==> src/rtl/pc_sequencer.sv <==
// Fetch/issue/execute sequencer owning the core's program counter.
// Fetches over a req/ack handshake, issues one instruction, and advances pc on completion.
module pc_sequencer #(
    parameter int ADDR_W   = 6,
    parameter int MAX_WAIT = 15
) (
    input  logic              clk,
    input  logic              reset,
    input  logic              start,
    input  logic              halt,
    input  logic              imem_ack,
    input  logic [31:0]       imem_data,
    input  logic              exec_done,
    input  logic              jump_en,
    input  logic [ADDR_W-1:0] jump_off,
    output logic              imem_req,
    output logic [ADDR_W-1:0] pc,
    output logic [31:0]       instr,
    output logic              instr_valid,
    output logic              busy,
    output logic              timeout_err
);

    typedef enum logic [2:0] {
        S_IDLE, S_FETCH, S_ISSUE, S_EXEC, S_HALTED, S_ERROR
    } state_t;

    localparam logic [7:0] WAIT_LAST = 8'(MAX_WAIT - 1);

    state_t     state, state_nxt;
    logic [7:0] wait_cnt;
    logic       fetch_to;

    // Ack wins over timeout in the last permitted FETCH cycle.
    assign fetch_to = (state == S_FETCH) && !imem_ack && (wait_cnt == WAIT_LAST);

    always_comb begin
        state_nxt = state;
        case (state)
            S_IDLE:   if (start) state_nxt = S_FETCH;
            S_FETCH: begin
                if (imem_ack)      state_nxt = S_ISSUE;
                else if (fetch_to) state_nxt = S_ERROR;
            end
            S_ISSUE:  state_nxt = S_EXEC;
            S_EXEC:   if (exec_done) state_nxt = halt ? S_HALTED : S_FETCH;
            S_HALTED: if (start) state_nxt = S_FETCH;
            S_ERROR:  state_nxt = S_ERROR;
            default:  state_nxt = S_IDLE;
        endcase
    end

    always_ff @(posedge clk or negedge reset) begin
        if (!reset) begin
            state       <= S_IDLE;
            wait_cnt    <= '0;
            pc          <= '0;
            instr       <= '0;
            timeout_err <= 1'b0;
        end else begin
            state <= state_nxt;
            // Counter is zero outside FETCH, so every FETCH entry starts from zero.
            if (state == S_FETCH && state_nxt == S_FETCH)
                wait_cnt <= wait_cnt + 8'd1;
            else
                wait_cnt <= '0;
            if (state == S_FETCH && imem_ack)
                instr <= imem_data;
            // Adding the ADDR_W-bit offset is the sign-extended add modulo 2^ADDR_W.
            if (state == S_EXEC && exec_done)
                pc <= jump_en ? pc + jump_off : pc + ADDR_W'(1);
            if (fetch_to)
                timeout_err <= 1'b1;
        end
    end

    assign imem_req    = (state == S_FETCH);
    assign instr_valid = (state == S_ISSUE);
    assign busy        = (state == S_FETCH) || (state == S_ISSUE) || (state == S_EXEC);

endmodule
==> config.mk <==
export PLATFORM = sky130hd
export DESIGN_NAME = pc_sequencer
export DESIGN_NICKNAME = d
export VERILOG_FILES = /design/src/rtl/pc_sequencer.sv
export SDC_FILE = /design/constraint.sdc
export NUM_CORES = 1
export LEC_CHECK = 0
export ABC_AREA = 1
export CAP_MARGIN = 25
export CORE_ASPECT_RATIO = 1.5
export CORE_MARGIN = 8
export CORE_UTILIZATION = 45
export CTS_CLUSTER_DIAMETER = 100
export CTS_CLUSTER_SIZE = 8
export DETAILED_ROUTE_END_ITERATION = 7
export GPL_TIMING_DRIVEN = 1
export HOLD_SLACK_MARGIN = 0.08
export PLACE_DENSITY = 0.8
export SLEW_MARGIN = 5
export SYNTH_ARGS = -nofsm -noshare
export SYNTH_HDL_FRONTEND = slang
export SYNTH_SLANG_ARGS = --single-unit
==> constraint.sdc <==
create_clock -name clk -period 3 [get_ports clk]
set_input_delay 0.45 -clock clk [delete_from_list [all_inputs] [get_ports clk]]
set_output_delay 0.45 -clock clk [all_outputs]
set_load 0.01 [all_outputs]
==> flow_summary.ini <==
[status]
status = finished, final reports clean

[worst_setup_path]
ff2ff_path_depth = 7
required_ns = 2.55
path_max_fanout = 34
cp_top_family = buffers and inverters
rr_endpoint = instr[20]
end_kind = output pin
r2r-start = state[0]
crit_type = flop to output pin
cpPeakStageDelay_ns = 0.59
cp.arrival_ns = 1.81
cp.depth = 5
cpMaxStageDelayCell = clkdlybuf4s50_1
crit_chain = inv_2 > nor2_4 > nand2_2 > clkinv_4 > clkdlybuf4s50_1
crit_buf_inv = 3
r2r_setup_slack_ns = 1.44
critPathLaunchType = flop

[timing]
finClkSkew_ns = 0.00399
period_minus_slack_ns = 2.26
worst_pin_slew_ns = 0.598
max_freq_mhz = 442
relSlewSlack_pct = 60.0
slew_viol_final = 0
setup_violations = 0
hold_violations = 0
rsz0062_at_grt = no
min_period_over_period_pct = 75.4
tns_ns = 0

[detailed_routing]
routed_wl_mm = 6.12
first_pass_iters = 6
wl_met1_mm = 2.50
route.met3.wl_um = 429
via_per_inst = 4.82
wl_per_cell_um = 13.7
drc = 0
ant_nets = 0
top_layer = met4
drt-initial-drc-count = 79
vias = 2147
wl_met2_mm = 3.07

[placed_design]
placed_cells = 437
gp_congestion = 0.901
numPortBuffers = 86
dp_hpwl_mm = 4.72

[synth]
ys_top_cells_by_area = dfrtp_1, nand2_1, nand3_1
synth_nets = 341
synth_top_area_share_pct = 51.4
yosys.area.top_type = dfrtp_1
netlist_area_mm2 = 0.00243
yosysUniqueCellTypes = 29
synthCells = 288
ys_seq_area_share_pct = 51.4
synth-seq-cells = 50
yosysWarnings = 0
syn_avg_cell_area_um2 = 8.45

[cts]
worstSkewPairLatency_ns = 0.29
cts_tree = built
clock_path_buffers = 2
cts_made_buffers = 5
ctsHoldBuffers = 0
root_buffer = clkbuf_8
postCtsSetupBuffers = 0
post_cts_resized = 0
clk_pin_slew_ns = 0.08
h-tree-depth = 2
cts_sinks = 50

[power_and_ir_drop]
p_leak_nw = 1.70
ir_worst_vdd_uv = 255
powerDensity_mw_per_mm2 = 339
p_total_mw = 1.16

[global_route]
grt_pass1_vias = 2235
grt_overflow_total = 0
grtUsageTotal_pct = 16.2
grt_max_degree = 35
grt_first_pass_wirelength_mm = 10.9
antenna_found_initial = 0

[finish]
drive_gt1_share_pct = 5.60
layout_commonest_cell = nand2_1
synthToLayoutAreaGrowth_pct = 40.9
antennaDiodeCount = 0
layout_common_cells = nand2_1, clkdlybuf4s50_1, dfrtp_1
final_nets = 427
fin_cells = 445

[die]
ios = 87
die_area_mm2 = 0.00807
die-height_um = 106
placementRows = 33
die_w_um = 76.0
start_util_pct = 45.7
core_region_area_mm2 = 0.00533

[job]
maxCapViolCount = 0

[min_path]
min_path_type = input pin to async pin
==> per-stage QoR <==
step	area (µm²)	worst slack [ns]	hold WS (ns)	utilization, %
final	3430	0.738	0.136	64.4
after global routing	3430	0.629	0.158	64.4
after CTS	3430	0.707	0.144	64.4
after detailed placement	3340	0.752	0.449	62.7
after global placement	3320	0.806	0.451	62.3
after floorplan	2430	1.44	0.154	-
==> worst max path at each step <==
stage | from | endpoint | slack [ns]
floorplan | jump_off[0] | pc[4] | 1.44
global placement | jump_en | pc[4] | 0.81
detailed placement | jump_en | pc[4] | 0.75
CTS | state[0] | imem_req | 0.71
global route | state[0] | imem_req | 0.63
finish | state[0] | imem_req | 0.74
==> cell usage after synthesis <==
cell type,instances
o2111ai_1,1
nor2_4,3
buf_6,3
o21ai_0,5
a21oi_1,2
clkbuf_1,2
nand2_4,1
inv_2,1
nand3_4,1
buf_2,2
nor3b_1,1
nand4_1,4
a31oi_1,1
nor3_2,2
nor2_1,16
nor3_1,1
xnor2_1,1
fa_1,1
o21bai_1,2
clkinv_4,1
nand3_1,39
nand2_2,1
xor2_1,3
nand2_1,109
ha_1,7
dfrtp_1,50
buf_4,3
nand3b_1,1
inv_1,24
==> metal layers <==
metal | global-route usage [%] | up-vias
li1 | - | 1080
met3 | 4.98 | 8
met5 | 0 | -
met1 | 18.7 | 989
met2 | 27.3 | 70
met4 | 6.48 | 0
==> kinds of logic after synthesis <==
group                    count (synthesis)  synth area share [%]
AND/OR/NAND/NOR                        179                  32.8
flip-flops                              50                  51.4
XOR/XNOR                                 4                  1.44
buffers and inverters                   36                  7.25
adder cells (fa/ha/maj)                  8                  4.42
AO/OA/AOI/OAI                           11                  2.67
==> cell type report <==
cell class	instances	area (µm²)
clock buffer	7	86.3
multi-input combinational	202	1010
clock inverter	1	5.00
sequential	50	1250
tap	70	87.6
timing repair buffer	89	891
inverter	26	103
fill	457	1900
==> worst register-to-register path: stages (launching register included) <==
cell,delay (ns)
dfrtp_1,0.44
inv_2,0.10
nor2_4,0.04
nand2_2,0.13
clkinv_4,0.23
nand2_4,0.39
nand2_1,0.11
nand2_1,0.08
==> flip-flops by register name (all words and copies together) (netlist names) <==
signal,flops
instr,32
wait_cnt,8
pc,6
state,3
timeout_err,1
==> where the power goes <==
part	leakage, nW	total [mW]	internal (mW)	switching, mW
Clock	0.0482	0.390	0.186	0.204
Combinational	0.971	0.0988	0.0587	0.0401
Sequential	0.683	0.673	0.673	0
Total	1.70	1.16	0.918	0.244
No activity file was read; power rests on OpenSTA's default activity.
